### src/rtl/sa_skew_enable_gen.sv
// Enable sequencer for the systolic array feed lanes.
// Produces either a rotating one-hot lane strobe or a skewed wavefront in
// which lane j is enabled for LEN beats starting j cycles after lane 0.
// Jobs are start/done handshaked, can be stalled, and report progress.
module sa_skew_enable_gen #(
    parameter int COL = 3,
    parameter int LEN = 4,
    localparam int CW = $clog2(COL*LEN+1)
) (
    input  logic           i_clk,
    input  logic           i_rst,
    input  logic           i_start,
    input  logic           i_mode,
    input  logic           i_stall,
    output logic [COL-1:0] o_data,
    output logic           o_busy,
    output logic           o_done,
    output logic [CW-1:0]  o_cycle
);

    // The lane counter needs at least one bit even for a single lane.
    localparam int LW = (COL > 1) ? $clog2(COL) : 1;

    localparam logic [CW-1:0] LAST_ROT = CW'(COL*LEN-1);
    localparam logic [CW-1:0] LAST_WAV = CW'(COL+LEN-2);
    localparam logic [CW-1:0] LEN_CW   = CW'(LEN);
    localparam logic [LW-1:0] LANE_MAX = LW'(COL-1);

    typedef enum logic [1:0] {
        IDLE = 2'd0,
        RUN  = 2'd1,
        DONE = 2'd2
    } state_t;

    state_t          state, state_nxt;
    logic [CW-1:0]   t, t_nxt;
    logic [LW-1:0]   lane, lane_nxt;
    logic            mode, mode_nxt;
    logic [CW-1:0]   last_t;

    // The final run-counter value depends on the mode latched for this job.
    assign last_t = mode ? LAST_WAV : LAST_ROT;

    // State, run counter, lane counter and latched mode. Reset is asynchronous
    // so every output returns to zero the moment reset is raised.
    always_ff @(posedge i_clk or posedge i_rst) begin
        if (i_rst) begin
            state <= IDLE;
            t     <= '0;
            lane  <= '0;
            mode  <= 1'b0;
        end else begin
            state <= state_nxt;
            t     <= t_nxt;
            lane  <= lane_nxt;
            mode  <= mode_nxt;
        end
    end

    // Next-state logic. A start is honoured only in IDLE; a stall freezes
    // everything in RUN; DONE lasts exactly one cycle. The lane counter wraps
    // by comparison so no modulo hardware is needed.
    always_comb begin
        state_nxt = state;
        t_nxt     = t;
        lane_nxt  = lane;
        mode_nxt  = mode;
        case (state)
            IDLE: begin
                t_nxt    = '0;
                lane_nxt = '0;
                if (i_start) begin
                    state_nxt = RUN;
                    mode_nxt  = i_mode;
                end
            end
            RUN: begin
                if (!i_stall) begin
                    t_nxt = t + 1'b1;
                    if (!mode) begin
                        lane_nxt = (lane == LANE_MAX) ? '0 : lane + 1'b1;
                    end
                    if (t == last_t) begin
                        state_nxt = DONE;
                    end
                end
            end
            DONE: begin
                state_nxt = IDLE;
                t_nxt     = '0;
                lane_nxt  = '0;
            end
            default: begin
                state_nxt = IDLE;
                t_nxt     = '0;
                lane_nxt  = '0;
            end
        endcase
    end

    // Lane enables. Only driven while running and not stalled, so a stall
    // gates consumption in the same cycle. The wavefront test checks j <= t
    // before subtracting so the difference can never wrap.
    always_comb begin
        o_data = '0;
        if (state == RUN && !i_stall) begin
            for (int j = 0; j < COL; j++) begin
                if (!mode) begin
                    o_data[j] = (lane == LW'(j));
                end else begin
                    o_data[j] = (CW'(j) <= t) && ((t - CW'(j)) < LEN_CW);
                end
            end
        end
    end

    // Status outputs follow the registered state directly.
    assign o_busy  = (state == RUN) || (state == DONE);
    assign o_done  = (state == DONE);
    assign o_cycle = t;

endmodule

### config.mk
export PLATFORM = sky130hd
export DESIGN_NAME = sa_skew_enable_gen
export DESIGN_NICKNAME = d
export VERILOG_FILES = /design/src/rtl/sa_skew_enable_gen.sv
export SDC_FILE = /design/constraint.sdc
export NUM_CORES = 1
export LEC_CHECK = 0
export CORE_AREA = 5 5 42 44
export DETAILED_ROUTE_END_ITERATION = 12
export DIE_AREA = 0 0 47 49
export DONT_BUFFER_PORTS = 1
export PLACE_DENSITY = 0.72
export SKIP_LAST_GASP = 1
export SLEW_MARGIN = 40
export SYNTH_ARGS = -nofsm -noshare
export SYNTH_HDL_FRONTEND = slang
export SYNTH_SLANG_ARGS = --single-unit
### constraint.sdc
create_clock -name i_clk -period 1.7 [get_ports i_clk]
set_input_delay 0.255 -clock i_clk [delete_from_list [all_inputs] [get_ports i_clk]]
set_output_delay 0.255 -clock i_clk [all_outputs]
set_load 0.03 [all_outputs]
== After elaboration in Yosys (flattened, before gate mapping) ==
Index checks and enable logic that the tools add are counted.
Cells by class
  eq/ne operators: 9
  multiplexer cells: 15
  magnitude comparators: 6
  add/subtract/negate cells: 4
  reductions and logical operators: 11
Operators by type and width (number)
  $mux 2: 7
  $lt 4x3->1 const B: 3
  $mux 4: 3
  $le 1x4->1 const A: 2
  $ne 2x2->1 const B: 4
  $add 4x1->4 const B: 1
  $eq 2x1->1 const B: 2
  $eq 2x2->1 const B: 2
  $eq 4x4->1: 1
  $le 2x4->1 const A: 1
  $logic_and 1x1->1: 4
  $logic_not 2->1: 2
  $pmux 2 s2: 1
  $reduce_and 2->1: 2
  $sub 4x1->4 const B: 1
  $sub 4x2->4 const B: 1
  $mux 1: 3
  $mux 3: 1
  $reduce_and 3->1: 1
  $add 2x1->2 const B: 1
  $logic_not 1->1: 1
  $logic_or 1x1->1: 1
Word-level totals
  output and inout port bits: 9
  bits of input ports: 5
  bits in registers: 9
  logic and storage cells: 49

== Longest topological paths before layout ==
Gate-level depths: netlist (run 1).
  depth after elaboration: 5
  depth in mapped cells: 6
  gate-level depth less buffers: 5

== Worst setup path before layout (run 1) ==
OpenSTA, ideal clock, no wires.
  path kind: reg-to-output
  start point: register t[2], in the netlist o_cycle[2]
  end point: output o_data[2]
  path buffers: 0
  arrival: 1887 ps
  slack: -442 ps
  required time: 1445 ps
  stages on the path, launching flop included: 6
  cells stage by stage: dfrtp_1 inv_1 ha_1 xnor2_1 nand4_1 o21ai_0
Between the ends
  longest elaborated chain between the ends: 5
  elaborated cells between the ends (all ways): 6
  those cells by class: add/sub (1); order compare (2); mux (2); reduce/logical (1)
RTL lines
  from (decl): line 36  | logic [CW-1:0] t, t_nxt;
  from (signal assigned): line 54  | t <= t_nxt;
  $sub 4x2->4: line 111  | o_data[j] = (CW'(j) <= t) && ((t - CW'(j)) < LEN_CW);
  $lt 4x3->1: line 111
  $logic_and 1x1->1 (*): line 111
  $mux 1 (*): line 108  | if (!mode) begin
  $mux 3 (*): line 106  | if (state == RUN && !i_stall) begin
  to (decl): line 15  | output logic [COL-1:0] o_data,
Every way passes the cells marked *; elsewhere a longest branch is shown, timed or not.

== Worst setup path after layout (run 1) ==
  start point: register t[2], in the netlist o_cycle[2]
  end point: output o_data[1]
Between the ends
  longest elaborated chain between the ends: 5
  elaborated cells between the ends (all ways): 6
  those cells by class: add/sub (1); order compare (2); mux (2); reduce/logical (1)
RTL lines (line)
  $sub 4x1->4: 111
  $lt 4x3->1: 111
  $logic_and 1x1->1 (*): 111
  $mux 1 (*): 108
  $mux 3 (*): 106
Marks and branches as above.

==> flow_summary.json, run 1 <==
{
  "outcome": "finished, violations left",
  "violations": "negative setup slack",
  "finalHoldViolCount": 0,
  "clockBufferDepth": 2,
  "synthMuxAreaShare_pct": 2.848,
  "holdWs_ps": 144.5,
  "power_density_nw_per_um2": 2008,
  "final.min_clock_period_ps": 1788,
  "clkTransAtPathRegs_ps": 60,
  "final_cells": 108,
  "power_leakage_uw": 0.0004241,
  "crit_chain": "inv_4, ha_4, a21boi_2, xnor2_1, a41o_2",
  "start_util_pct": 53.30,
  "rr_endpoint": "state[0]$_DFFE_PP0P_",
  "vias": 606,
  "gr-total-overflow": 0,
  "crit_cells": 5,
  "min_path_cells": 1,
  "antenna_found_initial": 0,
  "ys_warn_count": 0,
  "area_growth_pct": 28.98,
  "timing.max_cap.violations": 0,
  "r2r_slack_ps": 150,
  "num_rows": 14,
  "antenna_left": 0,
  "ir_drop_uv": 1165,
  "rsz0062_at_grt": "yes",
  "dieArea_um2": 2303,
  "grt_pass1_vias": 637,
  "synthArstFlopShare_pct": 100.0,
  "drv_slew": 0,
  "post-route-period-util_pct": 105.2,
  "dr_wl_met2_um": 834,
  "synth.cell_area_um2": 747.0,
  "r2r_cells": 5,
  "crit_family": "compound AO/OA/AOI/OAI gates",
  "synth-xor-area-share_pct": 5.863,
  "start_kind": "flop",
  "met3_length_um": 61,
  "synth_top_family_by_area": "simple AND/OR/NAND/NOR gates",
  "die_h_um": 49,
  "worst_path_max_delay_cell": "dfrtp_2",
  "layout-drive-gt1-share_pct": 35.87,
  "dp_slack_ps": 28.74,
  "drt_iter0_markers": 8,
  "regToRegStartpoint": "state[0]$_DFFE_PP0P_",
  "setup_ws_ps": -87.90,
  "finClkSkew_ps": 1.929,
  "total_power_uw": 1935,
  "grt_pass1_wl_um": 2960,
  "via_per_inst": 5.611,
  "ys_seq_area_share_pct": 30.15,
  "cp_data_required_time_ps": 1440,
  "synth_top_cell_by_area": "dfrtp_1",
  "synth.distinct_cells": 34,
  "end_kind": "output pin",
  "synth_top_cell_area_share_pct": 30.15,
  "yosys-top-cells-count": "ha_1, dfrtp_1, inv_1, nor2b_1, xnor2_1",
  "m1WireLength_um": 787,
  "grt_max_degree": 14,
  "dp_hpwl_um": 1108,
  "n_antenna_cell": 0,
  "finalSetupViolCount": 2,
  "fmax_mhz": 559.3,
  "min_to": "mode$_DFFE_PP0P_",
  "nets": 108,
  "wl_um": 1714,
  "ys_ff_latch": 9,
  "synthCells": 79,
  "crit_arrival_ps": 1530,
  "io_pins": 14,
  "worstSkewPairLatency_ps": 260,
  "setup_tns_ps": -145.5,
  "drt-pass1-iter-count": 4,
  "synth_fa_ha_area_share_pct": 16.75,
  "dp.cells": 98,
  "synth_edf_count": 0,
  "synth.most_common_cell": "ha_1",
  "critPathKind": "reg2out",
  "clock_sinks": 9,
  "avgSynthCellArea_um2": 9.455,
  "slew_headroom_pct": 75.86,
  "cp_max_fo": 4,
  "avgRoutedWirePerCell_um": 15.87,
  "cts_buffers": 3,
  "slowest_delay_ps": 420,
  "crit_buf_inv": 1,
  "synth_area_leaders": "dfrtp_1, ha_1, xnor2_1",
  "grt_usage_pct": 17.68,
  "yosys.area_share.simple_pct": 24.96,
  "htree_num_levels": 1,
  "min_path_type": "in2reg",
  "place.gp.congestion": 0.7590,
  "min_from": "i_mode",
  "tightest_slew_ps": 361.7,
  "drc": 0,
  "core_um2": 1401,
  "topRoutingLayerUsed": "met4",
  "synth_fp_nets": 94,
  "die_x_um": 47,
  "synth_compound_area_share_pct": 12.73,
  "cts_tree": "built",
  "io_buffers": 0,
  "synth-main-ff-cell": "dfrtp_1",
  "root_buffer": "clkbuf_4"
}
state kept, by name, indices dropped and copies added (netlist names):
register  flops
lane          2
mode          1
o_cycle       4
state         2
worst register-to-register path, cell delays in order, from the launching register on:
cell,delay [ps]
dfrtp_1,440
inv_1,130
ha_1,190
nor2b_2,220
a2111oi_0,80
or3_1,370
worst max-delay path by stage:
stage,start,end,slack (ps)
global route,o_cycle[2]$_DFFE_PP0P_,o_data[1],-140
CTS,o_cycle[2]$_DFFE_PP0P_,o_data[1],-80
floorplan,state[1]$_DFFE_PP0P_,o_data[2],3
detailed placement,o_cycle[1]$_DFFE_PP0P_,o_data[1],30
finish,o_cycle[2]$_DFFE_PP0P_,o_data[1],-90
global placement,o_cycle[1]$_DFFE_PP0P_,o_data[1],100
metrics by stage:
stage | instance area [um2] | utilization, %
2_1_floorplan | 768.2 | -
3_3_place_gp | 817.0 | 58.30
3_5_place_dp | 817.0 | 58.30
4_1_cts | 943.4 | 67.32
5_1_grt | 963.4 | 68.75
6_report | 963.4 | 68.75
area by class of cell:
| type | count | area (um2) |
|---|---|---|
| multi-input combinational | 59 | 555.5 |
| fill | 115 | 437.9 |
| sequential | 9 | 230.2 |
| timing repair buffer | 13 | 100.1 |
| inverter | 7 | 31.28 |
| clock buffer | 4 | 26.28 |
| tap | 16 | 20.02 |
placed cells by master, fill, tap and decap left out, types with 2 or more instances in the layout:
cell | synthesis | routed
ha_1 | 10 | 8
xnor2_1 | 5 | 4
nor2_1 | 3 | 3
buf_4 | 0 | 12
inv_4 | 0 | 2
nand2b_1 | 3 | 3
dfrtp_1 | 9 | 5
ha_4 | 0 | 2
a21boi_1 | 2 | 2
dfrtp_2 | 0 | 4
inv_1 | 7 | 4
nand4bb_1 | 2 | 2
and2_1 | 2 | 2
nand2_1 | 3 | 3
nand3b_1 | 2 | 2
o21ai_0 | 3 | 2
clkbuf_4 | 0 | 3
nor2b_1 | 5 | 3
logic make-up after synthesis:
| family | Yosys count |
|---|---|
| buffers and inverters | 11 |
| AND/OR/NAND/NOR | 29 |
| AO/OA/AOI/OAI | 13 |
| adder cells (fa/ha/maj) | 10 |
| XOR/XNOR | 5 |
| multiplexers | 2 |
| flip-flops | 9 |
routing by layer:
metal  vias up  global-route usage, %
met5         -                      0
met1       285                  23.48
met4         0                  8.295
met3         4                  3.690
li1        302                      -
met2        15                  26.47
report_power, final:
part	internal, uW	switching, uW
Clock	90.7	77.7
Combinational	620	707
Sequential	313	127
what timing repair did:
action	CTS	global route
setup buffers	4	1
gates cloned	0	0
setup endpoints to repair	2	4
gates resized for setup	14	4
hold buffers	1	0
pin swaps	5	5
endpoints found under the hold margin	9	0
No activity file was read; power rests on OpenSTA's default activity.
==> run 2, diff against run 1 <==
--- a/config.mk
+++ b/config.mk
@@ -6,6 +6,7 @@
 export NUM_CORES = 1
 export LEC_CHECK = 0
 export CORE_AREA = 5 5 42 44
+export CTS_BUF_LIST = sky130_fd_sc_hd__clkbuf_8
 export DETAILED_ROUTE_END_ITERATION = 12
 export DIE_AREA = 0 0 47 49
 export DONT_BUFFER_PORTS = 1
==> flow_summary.json, run 2 (synthesized netlist as in run 1, its figures left out) <==
{
  "outcome": "finished, violations left",
  "violations": "negative setup slack",
  "via_per_inst": 5.676,
  "p_seq_share_pct": 22.0,
  "power_density_nw_per_um2": 2041,
  "grt_pass1_wl_um": 2932,
  "die_h_um": 49,
  "crit_arrival_ps": 1490,
  "power_leakage_uw": 0.0004360,
  "start_util_pct": 53.30,
  "io_pins": 14,
  "finalSetupViolCount": 2,
  "min_path_cells": 1,
  "largest_reg_flops": 4,
  "gr-total-overflow": 0,
  "tightest_slew_ps": 373.0,
  "r2r_cells": 4,
  "drv_slew": 0,
  "final_common_cell": "buf_4",
  "area_growth_pct": 31.49,
  "final.min_clock_period_ps": 1746,
  "antenna_found_initial": 0,
  "clkTransAtPathRegs_ps": 50,
  "antenna_left": 0,
  "r2r_slack_ps": 140,
  "ir_drop_uv": 1163,
  "finalHoldViolCount": 0,
  "nets": 108,
  "num_rows": 14,
  "worstSkewPairLatency_ps": 230,
  "place.gp.congestion": 0.7590,
  "layout-drive-gt1-share_pct": 35.87,
  "root_buffer": "clkbuf_8",
  "dieArea_um2": 2303,
  "core_um2": 1401,
  "avgRoutedWirePerCell_um": 15.52,
  "setup_tns_ps": -64.34,
  "cts_tree": "built",
  "io_buffers": 0,
  "drt_iter0_markers": 11,
  "cp_max_fo": 4,
  "min_path_type": "in2reg",
  "timing.max_cap.violations": 0,
  "htree_num_levels": 1,
  "dp_hpwl_um": 1108,
  "final_cell_mix": "buf_4, ha_1, inv_1, dfrtp_1",
  "end_kind": "output pin",
  "start_kind": "flop",
  "rsz0062_at_grt": "yes",
  "placed_area_um2": 817.0,
  "grt_max_degree": 14,
  "wl_um": 1676,
  "critPathKind": "reg2out",
  "utilization_pct": 70.09,
  "die_x_um": 47,
  "grt_usage_pct": 17.26,
  "pwr-share-clk_pct": 11.9,
  "p_int_uw": 1091,
  "finClkSkew_ps": 2.870,
  "cp_data_required_time_ps": 1440,
  "finalInstanceArea_um2": 982.2,
  "vias": 613,
  "cts_buffers": 3,
  "n_antenna_cell": 0,
  "clock_sinks": 9,
  "power_switching_uw": 913.8,
  "swShare_pct": 45.58,
  "setup_ws_ps": -46.03,
  "drt-pass1-iter-count": 4,
  "drc": 0,
  "grt_pass1_vias": 639,
  "fmax_mhz": 572.7,
  "pwr-share-comb_pct": 66.1,
  "post-route-period-util_pct": 102.7,
  "slew_headroom_pct": 74.49,
  "clockBufferDepth": 2
}
[run 2: cell count changes in the layout (fill, tap and decap cells not counted), sizes merged]
cell / previous run / this run
inv: 7 / 8
clkbuf: 4 / 3
[run 2: area by class of cell]
class / count / area, um2
clock buffer: 3 / 41.29
clock inverter: 1 / 3.754
fill: 112 / 419.2
inverter: 7 / 31.28
multi-input combinational: 59 / 555.5
sequential: 9 / 230.2
tap: 16 / 20.02
timing repair buffer: 13 / 100.1
[run 2: routing by layer]
layer / vias up / GRT usage, % / wire length [um]
met4: 0 / 5.530 / 8
met1: 286 / 23.48 / 747
met3: 2 / 3.690 / 86
met2: 22 / 26.47 / 835
met5: - / 0 / 0
li1: 303 / - / -
[run 2: metrics by stage]
stage               hold WS, ps  power, uW  std cells  setup slack (ps)
global route              182.6       2159        108            -85.32
global placement          129.5       1482         98             103.8
finish                    179.7       2005        108            -46.03
detailed placement        132.5       1512         98             28.74
floorplan                 82.78       1271         79             2.664
CTS                       174.6       1955        107            -42.13
[run 2: power groups by stage]
stage | sequential (uW) | combinational, uW | clock (uW)
after floorplan | 489 | 782 | 0
after global placement | 434 | 1050 | 0
after detailed placement | 439 | 1070 | 0
after CTS | 443 | 1270 | 244
after global routing | 460 | 1440 | 263
final | 441 | 1330 | 238
[run 2: worst paths after layout]
check / start / endpoint
setup / recovery: o_cycle[2]$_DFFE_PP0P_ / o_data[1]
min in group asynchronous: i_rst / o_cycle[3]$_DFFE_PP0P_
hold reg to reg: lane[0]$_DFFE_PP0P_ / lane[0]$_DFFE_PP0P_
max in group asynchronous: i_rst / mode$_DFFE_PP0P_
hold / removal: i_mode / mode$_DFFE_PP0P_
setup reg to reg: o_cycle[1]$_DFFE_PP0P_ / state[0]$_DFFE_PP0P_
[run 2: critical path, cell delays in order, from the launching register on]
cell      delay [ps]
dfrtp_2          420
inv_4             80
ha_4             140
a21boi_2         160
xnor2_1          140
a41o_2           320
[run 2: repair_timing]
| action | 4_1_cts | 5_1_grt |
|---|---|---|
| gates cloned | 0 | 0 |
| endpoints found under the hold margin | 9 | 0 |
| hold buffers | 1 | 0 |
| setup buffers | 4 | 1 |
| pin swaps | 5 | 5 |
| resized for setup | 14 | 4 |
| endpoints found under the setup margin | 2 | 4 |
